--- config.mk ---
export PLATFORM = sky130hd
export DESIGN_NAME = truth_table_sweeper_flat
export DESIGN_NICKNAME = d
export VERILOG_FILES = /design/src/rtl/truth_table_sweeper_pkg.sv /design/src/rtl/truth_table_sweeper_if.sv /design/src/rtl/truth_table_sweeper_settle_timer.sv /design/src/rtl/truth_table_sweeper.sv /design/src/flat_wrapper.sv
export SDC_FILE = /design/constraint.sdc
export NUM_CORES = 1
export LEC_CHECK = 0
export CAP_MARGIN = 20
export CORE_ASPECT_RATIO = 1.75
export CORE_UTILIZATION = 50
export CTS_BUF_LIST = sky130_fd_sc_hd__clkbuf_8
export DETAILED_ROUTE_END_ITERATION = 8
export PLACE_DENSITY = 0.8
export SYNTH_ARGS = -nofsm -noshare
export SYNTH_HDL_FRONTEND = slang
export SYNTH_HIERARCHICAL = 1
export SYNTH_SLANG_ARGS = --single-unit
--- constraint.sdc ---
create_clock -name clk -period 3.02 [get_ports clk]
set_clock_uncertainty 0.05 [all_clocks]
set_input_delay 0.302 -clock clk [delete_from_list [all_inputs] [get_ports clk]]
set_output_delay 0.302 -clock clk [all_outputs]
set_load 0.02 [all_outputs]
--- src/rtl/truth_table_sweeper_pkg.sv ---
// Shared types and limits for the truth-table sweeper: FSM state encoding,
// parameter ceilings and the settle-timer load helper.
package truth_table_sweeper_pkg;

    localparam int unsigned MAX_N_IN       = 8;
    localparam int unsigned MAX_SETTLE_CYC = 15;
    localparam int unsigned SETTLE_W       = $clog2(MAX_SETTLE_CYC + 1);

    typedef enum logic [1:0] {
        IDLE   = 2'd0,
        SETTLE = 2'd1,
        CHECK  = 2'd2,
        DONE   = 2'd3
    } sweep_state_e;

    // The timer counts down to zero inclusive, so it is loaded with one less
    // than the number of settle cycles wanted.
    function automatic logic [SETTLE_W-1:0] settle_load(input int unsigned cyc);
        return SETTLE_W'(cyc - 1);
    endfunction

endpackage

--- src/rtl/truth_table_sweeper_if.sv ---
// Control/status and function-under-test signals of the sweeper, grouped so
// the controlling side (master) and the sweeper (slave) share one bundle.
interface truth_table_sweeper_if #(
    parameter int unsigned N_IN = 3
);
    logic                   start;
    logic [2**N_IN-1:0]     expected;
    logic [N_IN-1:0]        dut_in;
    logic                   dut_out;
    logic                   busy;
    logic                   done;
    logic                   pass;
    logic [N_IN:0]          fail_count;
    logic                   first_fail_valid;
    logic [N_IN-1:0]        first_fail_vec;

    modport master (
        output start, expected, dut_out,
        input  dut_in, busy, done, pass, fail_count, first_fail_valid, first_fail_vec
    );

    modport slave (
        input  start, expected, dut_out,
        output dut_in, busy, done, pass, fail_count, first_fail_valid, first_fail_vec
    );
endinterface

--- src/rtl/truth_table_sweeper_settle_timer.sv ---
// Loadable down-counter; tc pulses for one cycle once the loaded count has
// run down to zero, then stays low until the next load.
module settle_timer
    import truth_table_sweeper_pkg::*;
#(
    parameter int unsigned W = SETTLE_W
) (
    input  logic         clk,
    input  logic         reset,
    input  logic         load,
    input  logic [W-1:0] load_val,
    output logic         tc
);

    logic [W-1:0] count_q;
    logic         armed_q;

    assign tc = armed_q && (count_q == '0);

    always_ff @(posedge clk) begin
        if (reset) begin
            count_q <= '0;
            armed_q <= 1'b0;
        end else if (load) begin
            count_q <= load_val;
            armed_q <= 1'b1;
        end else if (tc) begin
            armed_q <= 1'b0;
        end else if (armed_q) begin
            count_q <= count_q - 1'b1;
        end
    end

endmodule

--- src/rtl/truth_table_sweeper.sv ---
// Exhaustively drives every input vector of an N_IN-input combinational
// function, compares its response with a latched golden truth table and
// reports fail count, first failing vector and pass/done status.
module truth_table_sweeper
    import truth_table_sweeper_pkg::*;
#(
    parameter int unsigned N_IN         = 3,
    parameter int unsigned SETTLE_CYC   = 1,
    parameter bit          STOP_ON_FAIL = 1'b0
) (
    input  logic                  clk,
    input  logic                  reset,
    truth_table_sweeper_if.slave  bus
);

    localparam int unsigned N_VEC = 2**N_IN;

    sweep_state_e        state_q, state_d;
    logic [N_VEC-1:0]    exp_q;
    logic [N_IN-1:0]     vec_q;
    logic [N_IN:0]       fail_q;
    logic                ffv_q;
    logic [N_IN-1:0]     ffvec_q;

    logic                accept;
    logic                check_en;
    logic                advance;
    logic                timer_load;
    logic                timer_tc;
    logic                mismatch;
    logic                last_vec;

    assign mismatch = (bus.dut_out != exp_q[vec_q]);
    assign last_vec = &vec_q;

    settle_timer #(
        .W (SETTLE_W)
    ) u_settle_timer (
        .clk      (clk),
        .reset    (reset),
        .load     (timer_load),
        .load_val (settle_load(SETTLE_CYC)),
        .tc       (timer_tc)
    );

    always_ff @(posedge clk) begin
        if (reset) begin
            state_q <= IDLE;
        end else begin
            state_q <= state_d;
        end
    end

    always_comb begin
        state_d    = state_q;
        accept     = 1'b0;
        check_en   = 1'b0;
        advance    = 1'b0;
        timer_load = 1'b0;
        bus.busy   = 1'b0;
        bus.done   = 1'b0;
        bus.pass   = 1'b0;

        unique case (state_q)
            IDLE, DONE: begin
                bus.done = (state_q == DONE);
                bus.pass = (state_q == DONE) && (fail_q == '0);
                if (bus.start) begin
                    accept     = 1'b1;
                    timer_load = 1'b1;
                    state_d    = SETTLE;
                end
            end
            SETTLE: begin
                bus.busy = 1'b1;
                if (timer_tc) begin
                    state_d = CHECK;
                end
            end
            CHECK: begin
                bus.busy = 1'b1;
                check_en = 1'b1;
                if (last_vec || (STOP_ON_FAIL && mismatch)) begin
                    state_d = DONE;
                end else begin
                    advance    = 1'b1;
                    timer_load = 1'b1;
                    state_d    = SETTLE;
                end
            end
            default: state_d = IDLE;
        endcase
    end

    // The golden table is captured at start so later changes on expected
    // cannot disturb a sweep already in progress.
    always_ff @(posedge clk) begin
        if (reset) begin
            exp_q   <= '0;
            vec_q   <= '0;
            fail_q  <= '0;
            ffv_q   <= 1'b0;
            ffvec_q <= '0;
        end else if (accept) begin
            exp_q  <= bus.expected;
            vec_q  <= '0;
            fail_q <= '0;
            ffv_q  <= 1'b0;
        end else if (check_en) begin
            if (mismatch) begin
                fail_q <= fail_q + 1'b1;
                if (!ffv_q) begin
                    ffv_q   <= 1'b1;
                    ffvec_q <= vec_q;
                end
            end
            if (advance) begin
                vec_q <= vec_q + 1'b1;
            end
        end
    end

    assign bus.dut_in           = vec_q;
    assign bus.fail_count       = fail_q;
    assign bus.first_fail_valid = ffv_q;
    assign bus.first_fail_vec   = ffvec_q;

endmodule

--- src/flat_wrapper.sv ---
// flat-port wrapper written by rule: the top's interface ports become plain ports
module truth_table_sweeper_flat import truth_table_sweeper_pkg::*;
#(
    parameter int unsigned N_IN         = 3,
    parameter int unsigned SETTLE_CYC   = 1,
    parameter bit          STOP_ON_FAIL = 1'b0
)
  (clk, reset, bus_start, bus_expected, bus_dut_out, bus_dut_in, bus_busy, bus_done, bus_pass, bus_fail_count, bus_first_fail_valid, bus_first_fail_vec);
  truth_table_sweeper_if #(.N_IN(N_IN)) bus_i ();
  input  logic clk;
  input  logic reset;
  input wire logic [$bits(bus_i.start)-1:0] bus_start;
  input wire logic [$bits(bus_i.expected)-1:0] bus_expected;
  input wire logic [$bits(bus_i.dut_out)-1:0] bus_dut_out;
  output wire logic [$bits(bus_i.dut_in)-1:0] bus_dut_in;
  output wire logic [$bits(bus_i.busy)-1:0] bus_busy;
  output wire logic [$bits(bus_i.done)-1:0] bus_done;
  output wire logic [$bits(bus_i.pass)-1:0] bus_pass;
  output wire logic [$bits(bus_i.fail_count)-1:0] bus_fail_count;
  output wire logic [$bits(bus_i.first_fail_valid)-1:0] bus_first_fail_valid;
  output wire logic [$bits(bus_i.first_fail_vec)-1:0] bus_first_fail_vec;
  assign bus_i.start = bus_start;
  assign bus_i.expected = bus_expected;
  assign bus_i.dut_out = bus_dut_out;
  assign bus_dut_in = bus_i.dut_in;
  assign bus_busy = bus_i.busy;
  assign bus_done = bus_i.done;
  assign bus_pass = bus_i.pass;
  assign bus_fail_count = bus_i.fail_count;
  assign bus_first_fail_valid = bus_i.first_fail_valid;
  assign bus_first_fail_vec = bus_i.first_fail_vec;
  truth_table_sweeper #(.N_IN(N_IN), .SETTLE_CYC(SETTLE_CYC), .STOP_ON_FAIL(STOP_ON_FAIL)) u_core (.clk(clk), .reset(reset), .bus(bus_i));
endmodule
==> run summary <==
status -> finished clean
Reg-to-Reg Start -> u_core/state_q[0]$_SDFFE_PP0P_
max cap viols -> 0
GRT Overall Usage -> 0.228
ys async rst share -> 0
Synth Area in Compound Gates -> 0.118
routed vias -> 1266
most common cell in the netlist -> nand2_1
number of flops mapped to enable cells by yosys -> 0
Avg Cell Area, Syn -> 8.86 um2
Period Utilization, post-route -> 0.842
CTS tree -> done
setup TNS -> 0 ns
mux contribution to synthesized area -> 0.156
initial antenna violation count -> 0
Endpoint, Worst Hold -> u_core/exp_q[6]$_SDFFE_PP0P_
worst-path fanout max -> 15
vias in the first global route -> 1317
CP most frequent cell -> nor2_1
DIE AREA -> 0.00315 mm2
Initial Util -> 0.531
area share of fa/ha/maj cells after synthesis -> 0.0942
final net count -> 217
drt via density -> 5.75
Final Hold Fails -> 0
Slew headroom -> 0.522
global-route wire length before repair -> 5490 um
hold crit path type -> reg -> reg
Final ANT Viol Nets -> 0
slowest stage delay, CP -> 0.46 ns
pre-CTS setup slack -> 0.484 ns
Setup-failing EPs final -> 0
# Post-CTS Setup Buffers -> 0
final wirelength -> 3220 um
Worst Reg-to-Reg Cells -> 7
share of cells above drive strength 1 -> 0.0777
Synth cell types -> 37
Most used DFF post-synth -> dfxtp_1
CP Capture Type -> register
placed insts -> 216
Mapped Area -> 0.00146 mm2
Synth top area share -> 0.356
Root Buffer -> clkbuf_8
FMAX -> 393 MHz
chip height -> 73.5 um
worst slew pin tran -> 0.714 ns
synth top area cells -> dfxtp_1 (36%), ha_1 (9.4%), mux2i_1 (8.2%)
hold-critical path depth -> 2
RR Endpoint -> u_core/u_settle_timer/count_q[1]$_SDFFE_PP0P_
H-tree levels -> 1
FP Rows -> 25
power per cell area -> 428 mW/mm2
simple-gate area share of the yosys netlist -> 0.221
hold buffers post-CTS -> 0
clk buf depth -> 2
chip width -> 42.9 um
Worst Hold Launch -> u_core/exp_q[6]$_SDFFE_PP0P_
Ys Warns -> 6
Port Buffers -> 25
Setup CP Type -> reg -> reg
top cells by count, synth -> nand2_1 (29), dfxtp_1 (26), nor2_1 (14)
RSZ-0062 raised after global routing -> false
synthesized netlist cell count -> 165
Core ar. -> 0.00275 mm2
post_cts resized -> 0
Clk Latency, worst-skew pair -> 0.28 ns
startpoint types -> register
required time of the critical path -> 3.15 ns
Crit path buffers/inverters -> 1
Worst IR Drop VDD -> 0.309 mV
Area Overhead vs Synth -> 22.7%
worst setup margin -> 0.477 ns
Slew Viols, Final -> 0
total power -> 0.767 mW
io pins -> 26
Crit-path slowest cell -> and2_1
Seq/Total Area, Yosys -> 0.356
DP Area -> 0.00174 mm2
Overflow after GRT -> 0
Finished Layout Cells -> 220
Worst Path Arrival -> 2.67 ns
Antenna Cells -> 0
fill count -> 253
Reg2Reg Setup Slack -> 0.48 ns
largest net degree at the start of global routing -> 22
Detailed Place HPWL -> 2410 um
main combinational cell family by area after synthesis -> simple AND/OR/NAND/NOR gates
Reg clk slew, reported paths -> 0.09 ns
total CTS buffers -> 3
# clock sinks -> 26
cell taking the most area after synthesis -> dfxtp_1
Crit path max-delay family -> simple AND/OR/NAND/NOR gates
RD Place Congestion -> 0.804
crit path cell chain -> inv_1 > ha_1 > and2_1 > nor2_1 > nor2_1 > nor3_1 > a311o_2
DRC marker count from the first detailed-route iteration -> 30
wire per inst -> 14.7 um
fin area -> 0.00179 mm2
LEAKAGE -> 0.682 nW
Tmin final -> 2.54 ns
synthesis-stage register bit count -> 26
DRT Pass-1 Iters -> 5
remaining routing DRC violations -> 0
post-synthesis xor/xnor area fraction -> 0.00599
==> where the power goes <==
group / switching, mW / leakage [nW] / total, mW / internal (mW)
Combinational: 0.0826 / 0.442 / 0.152 / 0.0694
Sequential: 0.0189 / 0.212 / 0.380 / 0.361
Clock: 0.118 / 0.0288 / 0.235 / 0.117
==> metal layers <==
metal | share of wire | up-vias | track usage
li1 | - | 611 | -
met1 | 0.37 | 609 | 0.225
met2 | 0.57 | 33 | 0.443
met3 | 0.025 | 13 | 0.0246
met4 | 0.031 | 0 | 0.125
met5 | 0 | - | 0
==> worst min-delay path, stage by stage, from the launching register on <==
cell     delay, ns
dfxtp_1       0.32
nand2_1       0.05
a21oi_1       0.05
==> flip-flops by register name (all words and copies together) (netlist names) <==
register and cells:
u_core/exp_q 8, u_core/bus.first_fail_valid 1, u_core/state_q 2, u_core/bus.dut_in 3, u_core/bus.fail_count 4, u_core/bus.first_fail_vec 3
u_core/u_settle_timer/armed_q 1, u_core/u_settle_timer/count_q 4
==> metrics by stage <==
stage / util / hold slack [ns]
6_report: 0.651 / 0.423
2_1_floorplan: - / 0.324
4_1_cts: 0.651 / 0.421
3_5_place_dp: 0.631 / 0.405
3_3_place_gp: 0.631 / 0.396
5_1_grt: 0.651 / 0.437
==> logic make-up (layout without fill, tap and decap cells) <==
logic type / Yosys count / in the layout
flip-flops: 26 / 26
AND/OR/NAND/NOR: 67 / 67
other: 1 / 4
XOR/XNOR: 1 / 1
buffers and inverters: 16 / 41
adder cells (fa/ha/maj): 11 / 11
AO/OA/AOI/OAI: 24 / 24
multiplexers: 19 / 19
==> area by class of cell <==
type                       count  area, um2  share of cell area
sequential                    26        520               0.290
multi-input combinational    126        885               0.493
timing repair buffer          26        258               0.144
tap                           27       33.8              0.0188
clock buffer                   4       55.1              0.0307
inverter                      11       41.3              0.0230
==> worst max path at each step <==
stage | cells past startpoint | endpoint | startpoint
after floorplan | 9 | u_core/u_settle_timer/count_q[1]$_SDFFE_PP0P_ | u_core/state_q[0]$_SDFFE_PP0P_
after global placement | 6 | u_core/u_settle_timer/count_q[1]$_SDFFE_PP0P_ | bus_start
after detailed placement | 6 | u_core/u_settle_timer/count_q[1]$_SDFFE_PP0P_ | bus_start
after CTS | 7 | u_core/u_settle_timer/count_q[1]$_SDFFE_PP0P_ | u_core/state_q[0]$_SDFFE_PP0P_
after global routing | 7 | u_core/u_settle_timer/count_q[1]$_SDFFE_PP0P_ | u_core/state_q[0]$_SDFFE_PP0P_
final | 7 | u_core/u_settle_timer/count_q[1]$_SDFFE_PP0P_ | u_core/state_q[0]$_SDFFE_PP0P_
==> cells in the final DEF, fill, tap and decap left out, types with 2 or more instances in the layout <==
cell type	n
nand2b_1	7
a21o_1	2
mux2_4	4
clkbuf_8	4
nor3_1	4
conb_1	4
nand2_1	29
or3_1	2
dfxtp_1	26
nand3_1	3
a21oi_1	12
clkdlybuf4s50_1	25
o21ai_0	2
ha_1	11
nor2_1	14
mux2i_1	12
inv_1	11
(Power assumes the default switching activity.)
==> RTL change 1, RTL diff (config.mk and constraints unchanged) <==
`N_IN` is set to 3 in 3 places; all go to 4.
--- a/src/rtl/truth_table_sweeper_if.sv
+++ b/src/rtl/truth_table_sweeper_if.sv
@@ -3,3 +3,3 @@
 interface truth_table_sweeper_if #(
-    parameter int unsigned N_IN = 3
+    parameter int unsigned N_IN = 4
 );
--- a/src/rtl/truth_table_sweeper.sv
+++ b/src/rtl/truth_table_sweeper.sv
@@ -6,3 +6,3 @@
 #(
-    parameter int unsigned N_IN         = 3,
+    parameter int unsigned N_IN         = 4,
     parameter int unsigned SETTLE_CYC   = 1,
--- a/src/flat_wrapper.sv
+++ b/src/flat_wrapper.sv
@@ -3,3 +3,3 @@
 #(
-    parameter int unsigned N_IN         = 3,
+    parameter int unsigned N_IN         = 4,
     parameter int unsigned SETTLE_CYC   = 1,
Ports: changed (resized bus_dut_in, bus_expected, bus_fail_count and bus_first_fail_vec); port bits go from 26 to 37. The function was not compared with the original's and may differ.
==> RTL change 1 against the original RTL <==
Sequential cell count grew 11. Highest routed layer unchanged. Largest cell class unchanged. Total power grew 42%. Worst setup slack lost 0.19 ns. Synthesized area grew 33%. Design area grew 36%. Combinational power grew 28%. Wire length grew 17%. Clock power grew 53%.
==> RTL change 1: results (changes against the original RTL) <==
place:
  dpl.hpwl_mm: 2.82  # +17%
  postPlaceCellArea_um2: 2340  # +35%
  gp_congestion: 0.803  # about the same
  dp_slack_ns: 0.274  # -0.209 ns
  port_buffers: 36  # +44%
grt:
  grt_max_degree: 24  # +9.1%
  track_usage: 0.206  # -0.0224
  grt_pass1_vias: 1554  # +18%
  antenna_found_initial: 0  # unchanged
  grt_pass1_wl_mm: 6.77  # +23%
worst_hold_path:
  hold_class: "reg2reg"
  min_path_cells: 2  # unchanged
  min_to: "u_core/exp_q[7]"
  worstHoldStart: "u_core/exp_q[7]"
logic_synthesis:
  seq_area_frac_synth: 0.380  # +0.0241
  synth_area_leaders: "dfxtp_1 (38%), nand2_1 (7.3%), a21oi_1 (6.4%)"
  ys_top_cells_by_count: "nand2_1 (38), dfxtp_1 (37), a21oi_1 (25)"
  synthArstFlopShare: 0  # unchanged
  ys_warn_count: 6  # unchanged
  synth_flop_cell: "dfxtp_1"
  synth_cell_types: 50  # +35%
power_and_ir_drop:
  p_leak_nw: 0.870  # +28%
  power_density_nw_per_um2: 447  # +4.6%
  peakVddDrop_uv: 409  # +32%
finish:
  nNetsFinal: 288  # +33%
  largest_reg_flops: 16  # +8
  antenna_cells: 0  # unchanged
  drive_gt1_frac: 0.127  # +0.0497
  nFillCells: 310  # +23%
  largest-register: "u_core/exp_q"
detailed_routing:
  viasPerCell: 5.37  # -6.7%
  wirelength_mm: 3.79  # +17%
  first_pass_iters: 4  # -1
  drt_iter0_markers: 18  # -40%
setup_path:
  cpPeakStageDelay_ns: 0.59  # +0.13 ns
  crit_family: "multiplexers"
  reg2reg_slack_ns: 0.28  # -0.19 ns
  slowest_stage: "dfxtp_1"
  timing.rr.end: "u_core/bus.fail_count[3]"
  reg2reg_from: "u_core/bus.dut_in[2]"
  crit_fanout: 17  # +2
  ff2ff_path_depth: 5  # -2
  cp.arrival_ns: 2.91  # +0.24 ns
cts:
  clkLatencyLatePin_ns: 0.29
  post_cts_buffers: 0  # unchanged
  path_clk_slew_ns: 0.08
  cts_buffers: 5  # +2
  root_buffer: "clkbuf_8"
  cts_resized: 0  # unchanged
  cts_htree_levels: 2  # +1
run_status:
  status: "finished clean"
==> RTL change 1: stage by stage <==
step,cells,power (W),hold slack [ns]
after floorplan,223,0.000679,0.324
after global placement,297,0.000738,0.396
after detailed placement,297,0.000742,0.398
after CTS,305,0.00110,0.410
after global routing,305,0.00115,0.421
final,305,0.00109,0.408
==> RTL change 1: tightest hold or removal path, cell delays in order, from the launching register on <==
cell and delay [ns]:
dfxtp_1 0.32, nand2_1 0.05, a21oi_1 0.05
==> RTL change 1: kinds of logic (layout without fill, tap and decap cells) <==
logic type      after synthesis  after routing  share of synthesized area
simple gates                 78             78                      0.197
compound gates               54             54                      0.191
flops                        37             37                      0.380
buf+inv                      28             64                     0.0642
fa+ha+maj                    10             10                     0.0642
mux                           9              9                     0.0784
xor+xnor                      3              3                     0.0231
other cells                   1              4                    0.00192
==> RTL change 1: how the worst max path moves through the flow <==
stage / start / to / slack (ns) / cells after the start
6_report: u_core/bus.dut_in[2] / u_core/bus.fail_count[3] / 0.28 / 5
5_1_grt: u_core/bus.dut_in[2] / u_core/bus.fail_count[3] / 0.12 / 5
4_1_cts: u_core/bus.dut_in[2] / u_core/bus.fail_count[4] / 0.25 / 5
3_5_place_dp: u_core/bus.dut_in[2] / u_core/bus.fail_count[4] / 0.27 / 5
3_3_place_gp: u_core/bus.dut_in[2] / u_core/bus.fail_count[4] / 0.35 / 5
2_1_floorplan: u_core/bus.dut_in[3] / u_core/bus.fail_count[4] / 0.47 / 6
==> RTL change 1: per-layer routing <==
metal  GRT usage  part of all wire  vias up
li1            -                 -      837
met1       0.227              0.41      757
met2       0.369              0.54       34
met3      0.0380             0.029        9
met4      0.0963             0.022        0
met5           0                 0        -
==> RTL change 1: where the power goes <==
part / total (W) / internal [W] / switching, W
sequential: 0.000537 / 0.000514 / 0.0000225
clock: 0.000360 / 0.000166 / 0.000193
combinational: 0.000194 / 0.0000914 / 0.000102
total: 0.00109 / 0.000772 / 0.000318
==> RTL change 1: final cells by class <==
class	count	area share
clock buffers	5	0.0282
clock inverters	3	0.0103
inverters	16	0.0247
multi-input cells	158	0.449
flip-flops and latches	37	0.304
well taps	46	0.0236
repair buffers	40	0.160
==> RTL change 2, RTL diff (same flow settings) <==
Made on the original files. Encoding of `sweep_state_e`: now one-hot (4 bits for 4 states).
--- a/src/rtl/truth_table_sweeper_pkg.sv
+++ b/src/rtl/truth_table_sweeper_pkg.sv
@@ -8,7 +8,7 @@
 
-    typedef enum logic [1:0] {
-        IDLE   = 2'd0,
-        SETTLE = 2'd1,
-        CHECK  = 2'd2,
-        DONE   = 2'd3
+    typedef enum logic [3:0] {
+        IDLE   = 4'b0001,
+        SETTLE = 4'b0010,
+        CHECK  = 4'b0100,
+        DONE   = 4'b1000
     } sweep_state_e;
Formal check against the unedited RTL: same outputs for any inputs over 10 cycles, from zero or initial values and one cycle with reset high; not proved beyond that.
==> RTL change 2 against the original RTL <==
Combinational power decreased by 4%. Design area increased by 5.0%. Worst setup slack better by 0.061 ns. Die area grew 6.2%. Cell count grew 4.5%. Critical path depth down 4. Total power increased by 10%. Sequential cell count up 2. Synthesized area is 6.4% higher. Wire length rose by 4.0%. Critical endpoint is now bus_busy. Highest routed layer unchanged.
==> RTL change 2: results (changes against the original RTL) <==
place:
  dpl.hpwl_mm: 2.57  # +7.0%
  postPlaceCellArea_um2: 1810  # +4.2%
  port_buffers: 25  # unchanged
  dp_slack_ns: 0.544  # +0.0604 ns
  gp_congestion: 0.728  # -9.4%
grt:
  track_usage: 0.208  # -0.0207
  antenna_found_initial: 0  # unchanged
  grt_max_degree: 18  # -18%
  grt_pass1_wl_mm: 5.35  # -2.5%
cts:
  cts_buffer_depth: 2  # unchanged
  clkLatencyLatePin_ns: 0.27
  cts_htree_levels: 1  # unchanged
  cts_resized: 0  # unchanged
  post_cts_buffers: 0  # unchanged
  cts_buffers: 3  # unchanged
  root_buffer: "clkbuf_8"
  path_clk_slew_ns: 0.09  # about the same
worst_hold_path:
  hold_class: "reg2reg"
logic_synthesis:
  seq_area_frac_synth: 0.360  # +0.00425
  ys_warn_count: 6  # unchanged
  synth_area_leaders: "dfxtp_1 (36%), mux2i_1 (6.4%), nand2_1 (5.1%)"
  ys_top_cells_by_count: "dfxtp_1 (28), nand2_1 (21), a21oi_1 (13), nand3_1 (13), nand2b_1 (11)"
  synth_cell_types: 44  # +19%
  synthArstFlopShare: 0  # unchanged
  syn-instance-count: 178  # +7.9%
sta:
  setup_violations: 0  # unchanged
  worst_slew_pin_slew_ns: 0.711  # -0.00346 ns
detailed_routing:
  viasPerCell: 5.75  # -0.12%
  first_pass_iters: 6  # +1
  wl_per_cell_um: 14.6  # -0.52%
  drt_iter0_markers: 36  # +20%
power_and_ir_drop:
  peakVddDrop_uv: 457  # +48%
  pg_clk_w: 0.000288  # +23%
  p_leak_nw: 0.682  # about the same
  power.sequential.fraction: 0.486  # -0.010
  p_sw_frac: 0.249  # -0.0365
  power.internal_w: 0.000635  # +16%
finish:
  nNetsFinal: 221  # +1.8%
  largest-register: "u_core/exp_q"
  drive_gt1_frac: 0.0792  # +0.00149
  largest_reg_flops: 8  # unchanged
  fin_cells: 230  # +4.5%
  antenna_cells: 0  # unchanged
setup_path:
  crit_fanout: 10  # -5
  cp.arrival_ns: 2.13  # -0.54 ns
run_status:
  status: "finished clean"
RTL change 2: cell count changes in the layout (fill, tap and decap cells not counted), moves of 3 or more:
cell | before | now
ha_1 | 11 | 6
mux2_2 | 0 | 3
mux2_4 | 4 | 0
nand2_1 | 29 | 21
nand2b_1 | 7 | 11
nand3_1 | 3 | 13
nor2_1 | 14 | 10
RTL change 2: cells by family (layout without fill, tap and decap cells):
logic type | after synthesis | count (layout) | synth area share
flip-flops | 28 | 28 | 0.360
AND/OR/NAND/NOR | 74 | 74 | 0.249
AO/OA/AOI/OAI | 29 | 29 | 0.131
adder cells (fa/ha/maj) | 6 | 6 | 0.0483
other | 1 | 4 | 0.00241
buffers and inverters | 20 | 41 | 0.0603
XOR/XNOR | 3 | 3 | 0.0169
multiplexers | 17 | 17 | 0.131
RTL change 2: final timing paths:
kind | cells past startpoint | slack [ns] | end | start
max | 3 | 0.54 | bus_busy | u_core/state_q[0]
min | 2 | 0.42 | u_core/exp_q[2] | u_core/exp_q[2]
max reg2reg | 5 | 0.68 | u_core/u_settle_timer/count_q[1] | u_core/state_q[0]
min reg2reg | 2 | 0.42 | u_core/exp_q[2] | u_core/exp_q[2]
RTL change 2: critical path: stages (launching register included):
cell	delay, ns
dfxtp_1	0.39
or4b_1	0.73
nand2_1	0.13
clkdlybuf4s50_1	0.60
RTL change 2: final cells by class:
type	instances	area, µm²
Clock buffer	3	41.3
Fill cell	250	1050
Multi-Input combinational cell	133	912
Tap cell	28	35.0
Sequential cell	28	561
Inverter	10	37.5
Clock inverter	1	30.0
Timing Repair Buffer	27	265
RTL change 2: layer usage:
metal	global-route usage	vias up	share of wire
met4	0.0606	0	0.0051
met3	0.0261	2	0.030
met1	0.224	629	0.40
li1	-	663	-
met5	0	-	0
met2	0.405	28	0.57
